$ cat src/rtl/uart_tx_fifo.sv
// 8N1 UART transmitter fed by a 4-entry byte FIFO over a valid/ready handshake.
// Bit timing comes from a fixed integer clock divisor; back-to-back frames have no idle gap.
module uart_tx_fifo #(
  parameter int CLK_DIV = 104,
  parameter int DEPTH   = 4
) (
  input  logic       clk,
  input  logic       rst_n,
  input  logic [7:0] tx_data,
  input  logic       tx_valid,
  output logic       tx_ready,
  output logic       tx,
  output logic       busy,
  output logic [2:0] fifo_level
);

  localparam int PW = $clog2(DEPTH);
  localparam logic [15:0] RELOAD = 16'(CLK_DIV - 1);

  typedef enum logic [1:0] {IDLE, START, DATA, STOP} state_t;

  state_t          state;
  logic [7:0]      mem [DEPTH];
  logic [PW-1:0]   head, tail;
  logic [7:0]      shift;
  logic [15:0]     cnt;
  logic [2:0]      bit_idx;
  logic            push, pop, bit_end;

  assign tx_ready = fifo_level < 3'(DEPTH);
  assign push     = tx_valid && tx_ready;
  assign bit_end  = (cnt == 16'd0);
  // Pop either from idle, or on the last stop-bit cycle so the next start bit follows immediately.
  assign pop      = (fifo_level != 3'd0) &&
                    ((state == IDLE) || ((state == STOP) && bit_end));

  always_ff @(posedge clk) begin
    if (push && rst_n) mem[tail] <= tx_data;
  end

  always_ff @(posedge clk) begin
    if (!rst_n) begin
      state      <= IDLE;
      tx         <= 1'b1;
      busy       <= 1'b0;
      head       <= '0;
      tail       <= '0;
      fifo_level <= 3'd0;
      shift      <= 8'd0;
      cnt        <= 16'd0;
      bit_idx    <= 3'd0;
    end else begin
      if (push) tail <= tail + 1'b1;
      if (pop)  head <= head + 1'b1;
      case ({push, pop})
        2'b10:   fifo_level <= fifo_level + 3'd1;
        2'b01:   fifo_level <= fifo_level - 3'd1;
        default: ;
      endcase

      case (state)
        IDLE: begin
          tx <= 1'b1;
          if (pop) begin
            shift <= mem[head];
            state <= START;
            tx    <= 1'b0;
            busy  <= 1'b1;
            cnt   <= RELOAD;
          end
        end
        START: begin
          if (bit_end) begin
            state   <= DATA;
            tx      <= shift[0];
            bit_idx <= 3'd0;
            cnt     <= RELOAD;
          end else begin
            cnt <= cnt - 16'd1;
          end
        end
        DATA: begin
          if (bit_end) begin
            cnt <= RELOAD;
            if (bit_idx == 3'd7) begin
              state <= STOP;
              tx    <= 1'b1;
            end else begin
              bit_idx <= bit_idx + 3'd1;
              shift   <= shift >> 1;
              tx      <= shift[1];
            end
          end else begin
            cnt <= cnt - 16'd1;
          end
        end
        STOP: begin
          if (bit_end) begin
            if (pop) begin
              shift <= mem[head];
              state <= START;
              tx    <= 1'b0;
              cnt   <= RELOAD;
            end else begin
              state <= IDLE;
              tx    <= 1'b1;
              busy  <= 1'b0;
            end
          end else begin
            cnt <= cnt - 16'd1;
          end
        end
        default: state <= IDLE;
      endcase
    end
  end

endmodule

$ cat config.mk
export PLATFORM = sky130hd
export DESIGN_NAME = uart_tx_fifo
export DESIGN_NICKNAME = d
export VERILOG_FILES = /design/src/rtl/uart_tx_fifo.sv
export SDC_FILE = /design/constraint.sdc
export NUM_CORES = 1
export LEC_CHECK = 0
export CAP_MARGIN = 20
export CORE_AREA = 2 2 84 86
export CTS_BUF_LIST = sky130_fd_sc_hd__clkbuf_16
export DETAILED_ROUTE_END_ITERATION = 10
export DIE_AREA = 0 0 86 88
export PLACE_DENSITY = 0.75
export SYNTH_ARGS = -nofsm -noshare
export SYNTH_HDL_FRONTEND = slang
export SYNTH_SLANG_ARGS = --single-unit
$ cat constraint.sdc
create_clock -name clk -period 2.9 [get_ports clk]
set_clock_uncertainty 0.1 [all_clocks]
set_input_delay 0.725 -clock clk [delete_from_list [all_inputs] [get_ports clk]]
set_output_delay 0.725 -clock clk [all_outputs]
set_load 0.01 [all_outputs]
* After elaboration in Yosys (flattened, before gate mapping)
Memory sizes are Yosys's and may differ from the RTL's. A register that Yosys moved wholly into a read port is not among the register bits.
Cells that the tools add are included.
** Word-level totals
- Register bits :: 38
- RAM bits :: 32
- Bits of input ports :: 11
- Memories :: 1
** Operators by class
- Add/sub/neg operators :: 6
- Magnitude comparators :: 1
- Equal/unequal tests :: 13
- Multiplexer cells :: 35
- Reductions and logical operators :: 18
** Memories
- mem :: depth 4, bits a word 8, read ports 1, clocked after Yosys merged registers in 1, write ports 1, RTL line 23 : logic [7:0] mem [DEPTH];
** Operator list (count)
- 2-to-1 mux 16 bit :: 3
- one-hot mux 16 bit (3 select lines) :: 1
- 2-to-1 mux 8 bit :: 4
- one-hot mux 8 bit (3 select lines) :: 1
- logical NOT 16 bit :: 1
- subtractor 16 x 1 -> 16 bit, second input constant :: 1
- 2-to-1 mux 2 bit :: 7
- inequality test 2 bit, second input constant :: 7
- one-hot mux 3 bit (2 select lines) :: 2
- AND reduction 4 bit :: 3
- 2-to-1 mux 1 bit :: 11
- 2-to-1 mux 3 bit :: 3
- one-hot mux 2 bit (4 select lines) :: 1
- adder 3 x 1 -> 3 bit, second input constant :: 2
- == test 2 bit, second input constant :: 3
- nonzero test 2 bit :: 3
- nonzero test 3 bit :: 2
- AND reduction 5 bit :: 1
- adder 2 x 1 -> 2 bit, second input constant :: 2
- == test 2 x 1 -> 1 bit, second input constant :: 2
- logical AND 1 bit :: 4
- one-hot mux 1 bit (4 select lines) :: 1
- == test 3 bit, second input constant :: 1
- less-than comparator 3 bit, second input constant :: 1
- other kinds (6) :: 6

* Longest topological paths before layout
- Depth in word-level cells :: 7
- Gate-level depth with buffers :: 12
- Gate-level depth less buffers :: 11

* Worst setup path before layout
OpenSTA, ideal clock, no wires.
- Path type :: reg-to-reg
- Start :: register cnt[0]
- End :: register fifo_level[2]
- Setup time :: 0.071 ns
- Arrival time :: 2.530 ns
- Required time :: 2.729 ns
- Slack :: 0.199 ns
- Cell stages (with the launch flop) :: 13
- Period minus slack after synthesis :: 2.701 ns
- Path through :: dfxtp_1 inv_1 ha_1 nor4b_1 and4_4 a31o_4 buf_12 ha_1 inv_1 fa_1 xor2_1 or3_1 a21oi_1
** Between the ends
- Cells in the longest elaborated chain, start to end :: 6
- Elaborated cells on any way between the ends :: 8
** RTL lines
- from (decl) :: RTL line 26 : logic [15:0] cnt;
- from (signal assigned) :: RTL line 79 : cnt <= cnt - 16'd1;
- from (signal assigned) :: RTL line 94 : cnt <= cnt - 16'd1;
- from (signal assigned) :: RTL line 110 : cnt <= cnt - 16'd1;
- logical NOT 16 bit (*) :: RTL line 32 : assign bit_end = (cnt == 16'd0);
- logical AND 1 bit (*) :: RTL line 35 : ((state == IDLE) || ((state == STOP) && bit_end));
- logical OR 1 bit (*) :: RTL line 35
- logical AND 1 bit (*) :: RTL line 34 : assign pop = (fifo_level != 3'd0) &&
- via pop :: RTL line 28 : logic push, pop, bit_end;
- == test 2 x 1 -> 1 bit or == test 2 bit (tied branches) :: RTL line 55 : case ({push, pop})
- one-hot mux 3 bit (2 select lines) or nonzero test 2 bit (tied branches)
- to (signal assigned) :: RTL line 56 : 2'b10: fifo_level <= fifo_level + 3'd1;
- to (signal assigned) :: RTL line 57 : 2'b01: fifo_level <= fifo_level - 3'd1;
- to (decl) :: RTL line 14 : output logic [2:0] fifo_level
The timed path passes the listed nets; every way through them passes the cells marked *.
A chain may end at the register's enable or synchronous reset.

* Worst setup path in the final report
- Start :: register cnt[0]
- End :: register fifo_level[2]
** Between the ends
- Cells in the longest elaborated chain, start to end :: 6
- Elaborated cells on any way between the ends :: 8
** RTL lines (RTL line)
- logical NOT 16 bit (*) :: 32
- logical AND 1 bit (*) :: 35
- logical OR 1 bit (*) :: 35
- logical AND 1 bit (*) :: 34
- == test 2 x 1 -> 1 bit or == test 2 bit (tied branches) :: 55
- one-hot mux 3 bit (2 select lines) or nonzero test 2 bit (tied branches)
Mark *: on every way between the ends. The rest lies on a longest branch, timed or not.

==> flow_summary.ini <==
[clock_tree]
cts_htree_levels = 3
post_cts_buffers = 0
cts_sinks = 72
clock_path_buffers = 2
cts_buffers = 9
cts_tree = yes
postCtsHoldBufs = 0
clock_latency_ns = 0.33
clkTransAtPathRegs_ns = 0.06
cts_resized = 0
cts-root-buf = clkbuf_16

[synth]
post-synth-top-area-cell = edfxtp_1
synth_edf_count = 32
synth_seq_area_share = 0.501
synthTopCellsByArea = edfxtp_1 (27%), dfxtp_1 (23%), mux4_2 (5.1%), ha_1 (5.0%), o21ai_0 (3.0%)
synthCells = 311
syn_area_per_cell_um2 = 11.3
syn_nets = 337
netlist_area_um2 = 3510
yosys_warnings = 0
async_reset_ff_frac = 0
ys_ff_latch = 72
synth_top_area_frac = 0.274
yosysUniqueCellTypes = 68
synth-main-ff-cell = dfxtp_1

[finish]
insertedDiodeCount = 0
regArea_um2 = 1760
area_growth_pct = 15.9
drive_gt1_frac = 0.148
nets = 359
nFillCells = 519
fin_util = 0.613
multi_input_area_um2 = 1600
fin_cells = 418

[route]
drt-pass1-iter-count = 4
wl_per_cell_um = 16.2
via_per_inst = 5.97
wl_um = 6780
ant_nets = 0
routed-via-count = 2497
drc = 0
drt_iter0_markers = 143

[place]
io_buffers = 16
place_congestion = 0.845
dpl.hpwl_um = 4510
dpl.cell_count = 402

[sta]
finalMaxSlewViolations = 0
holdWs_ns = 0.367
rsz0062_at_grt = no
max_freq_ghz = 0.363
fin_setup_tns_ns = 0
hold_viol = 0
worst_pin_slew_ns = 0.710
finalCritPeriodShare = 0.950
relSlewSlack = 0.522
setup_violations = 0
fin_crit_ns = 2.76

[floorplanning]
start_util = 0.529
fp.dieH_um = 88
ios = 17
die_width_um = 86
die_area_um2 = 7570
row_count = 30
coreArea_um2 = 6640

[power]
finalPower_w = 0.00439
combPwrFrac = 0.417
pwr-share-seq = 0.328
peakVddDrop_v = 0.000550
p_int_w = 0.00275
swShare = 0.373
pwr-share-clk = 0.255
powerDensity_nw_per_um2 = 1080
p_sw_w = 0.00164
leakage_nw = 1.56

[grt]
grtUsageMet3 = 0.0518
met2_usage = 0.312
grt_pass1_vias = 2372
grtUsageTotal = 0.199
grt_pass1_wl_um = 11600
grt_overflow = 0
busiest_layer = met2
antenna_found_initial = 0
globalRouteMet1Util = 0.267
grt_max_degree = 22

[status]
status = completed

[setup_path]
crit_arrival_ns = 2.92
crit_path_end_kind = flop
critical_path.max_fanout = 4
startpoint_type = flop
path_class = reg2reg
cp_data_required_time_ns = 3.06

[flow_run]
cap_violations = 0

[worst_hold_path]
worstHoldPathType = reg2reg
-- layer usage --
metal / share of wire / up-vias
li1: - / 1235
met1: 0.47 / 1192
met2: 0.48 / 61
met3: 0.040 / 9
met4: 0.013 / 0
met5: 0 / -
-- path summary, 6_finish.rpt --
| check | start | to | slack [ns] | cells past startpoint |
|---|---|---|---|---|
| max | cnt[0] | fifo_level[2] | 0.14 | 11 |
| min | shift[7] | shift[7] | 0.37 | 2 |
| max reg2reg | cnt[0] | fifo_level[2] | 0.14 | 11 |
| min reg2reg | shift[7] | shift[7] | 0.37 | 2 |
-- Yosys cell counts (all sizes together) (2+ instances only) --
library cell / n
o311a: 7
inv: 16
a21oi: 14
dfxtp: 40
and3: 6
xor2: 2
buf: 7
xnor2: 2
a21o: 5
nand4: 2
o31ai: 5
nand3: 6
edfxtp: 32
a31o: 2
nor2b: 2
nand2b: 4
and2: 3
nand2: 15
a31oi: 5
nand3b: 3
nor4: 6
o21ai: 22
or2: 2
a22oi: 2
o22ai: 3
and4: 2
nor2: 18
ha: 14
clkbuf: 8
mux2i: 8
a211oi: 4
o211ai: 2
nor3b: 2
nor4b: 2
nor3: 9
mux4: 8
or3: 6
-- power by group through the flow --
| stage | clock [W] | combinational [W] | sequential [W] |
|---|---|---|---|
| 2_1_floorplan | 0 | 0.00145 | 0.00139 |
| 3_3_place_gp | 0 | 0.00177 | 0.00145 |
| 6_report | 0.00112 | 0.00183 | 0.00144 |
| 3_5_place_dp | 0 | 0.00179 | 0.00146 |
| 4_1_cts | 0.00114 | 0.00182 | 0.00144 |
| 5_1_grt | 0.00117 | 0.00203 | 0.00148 |
-- worst max-delay path, stage by stage, from the launching register on --
cell     delay, ns
dfxtp_1       0.33
inv_1         0.08
ha_1          0.16
nor4b_1       0.36
and4_4        0.31
a31o_4        0.16
ha_1          0.17
inv_1         0.06
fa_1          0.37
xor2_1        0.16
or3_1         0.30
a21oi_1       0.15
-- cells in the final DEF, fill, tap and decap left out, drive strengths merged, types with 3 or more instances in the layout --
master / n
nand3b: 3
edfxtp: 32
nand3: 6
ha: 14
nand2: 15
a211oi: 4
clkbuf: 9
nor4: 6
o22ai: 3
o311a: 7
nor3: 9
o21ai: 22
a31oi: 5
inv: 19
and2: 3
clkdlybuf4s50: 16
a21oi: 14
mux4: 8
and3: 6
buf: 10
dfxtp: 40
clkinv: 3
mux2i: 8
nand2b: 4
o31ai: 5
or3: 6
nor2: 18
a21o: 5
-- state kept, by name, indices dropped and copies added (netlist names), named ones only --
| register | flops |
|---|---|
| mem | 32 |
| cnt | 16 |
| shift | 8 |
| bit_idx | 3 |
| fifo_level | 3 |
| head | 2 |
| state | 2 |
| tail | 2 |
| busy | 1 |
| tx | 1 |
-- cell families (layout without fill, tap and decap cells) --
group | after synthesis | count (layout) | share of synthesized area
AOI/OAI and AO/OA | 81 | 81 | 0.163
and+or+nand+nor | 92 | 92 | 0.152
buffers and inverters | 31 | 58 | 0.0438
xor gates and xnor gates | 4 | 4 | 0.00997
adders and majority gates | 15 | 15 | 0.0556
DFF | 72 | 72 | 0.501
muxes | 16 | 16 | 0.0741
-- final cells by class --
class	count	share of cell area
multi-input combinational	208	0.392
sequential	72	0.433
tap	80	0.0246
clock buffer	9	0.0553
inverter	16	0.0148
clock inverter	7	0.0194
timing repair buffer	26	0.0608
-- metrics by stage --
step,area (um2),setup slack [ns]
after floorplan,3510,0.199
after global placement,3770,0.259
after detailed placement,3770,0.177
after CTS,4070,0.157
after global routing,4070,0.0181
final,4070,0.144
Note: power is estimated with default switching activity, not from simulation.
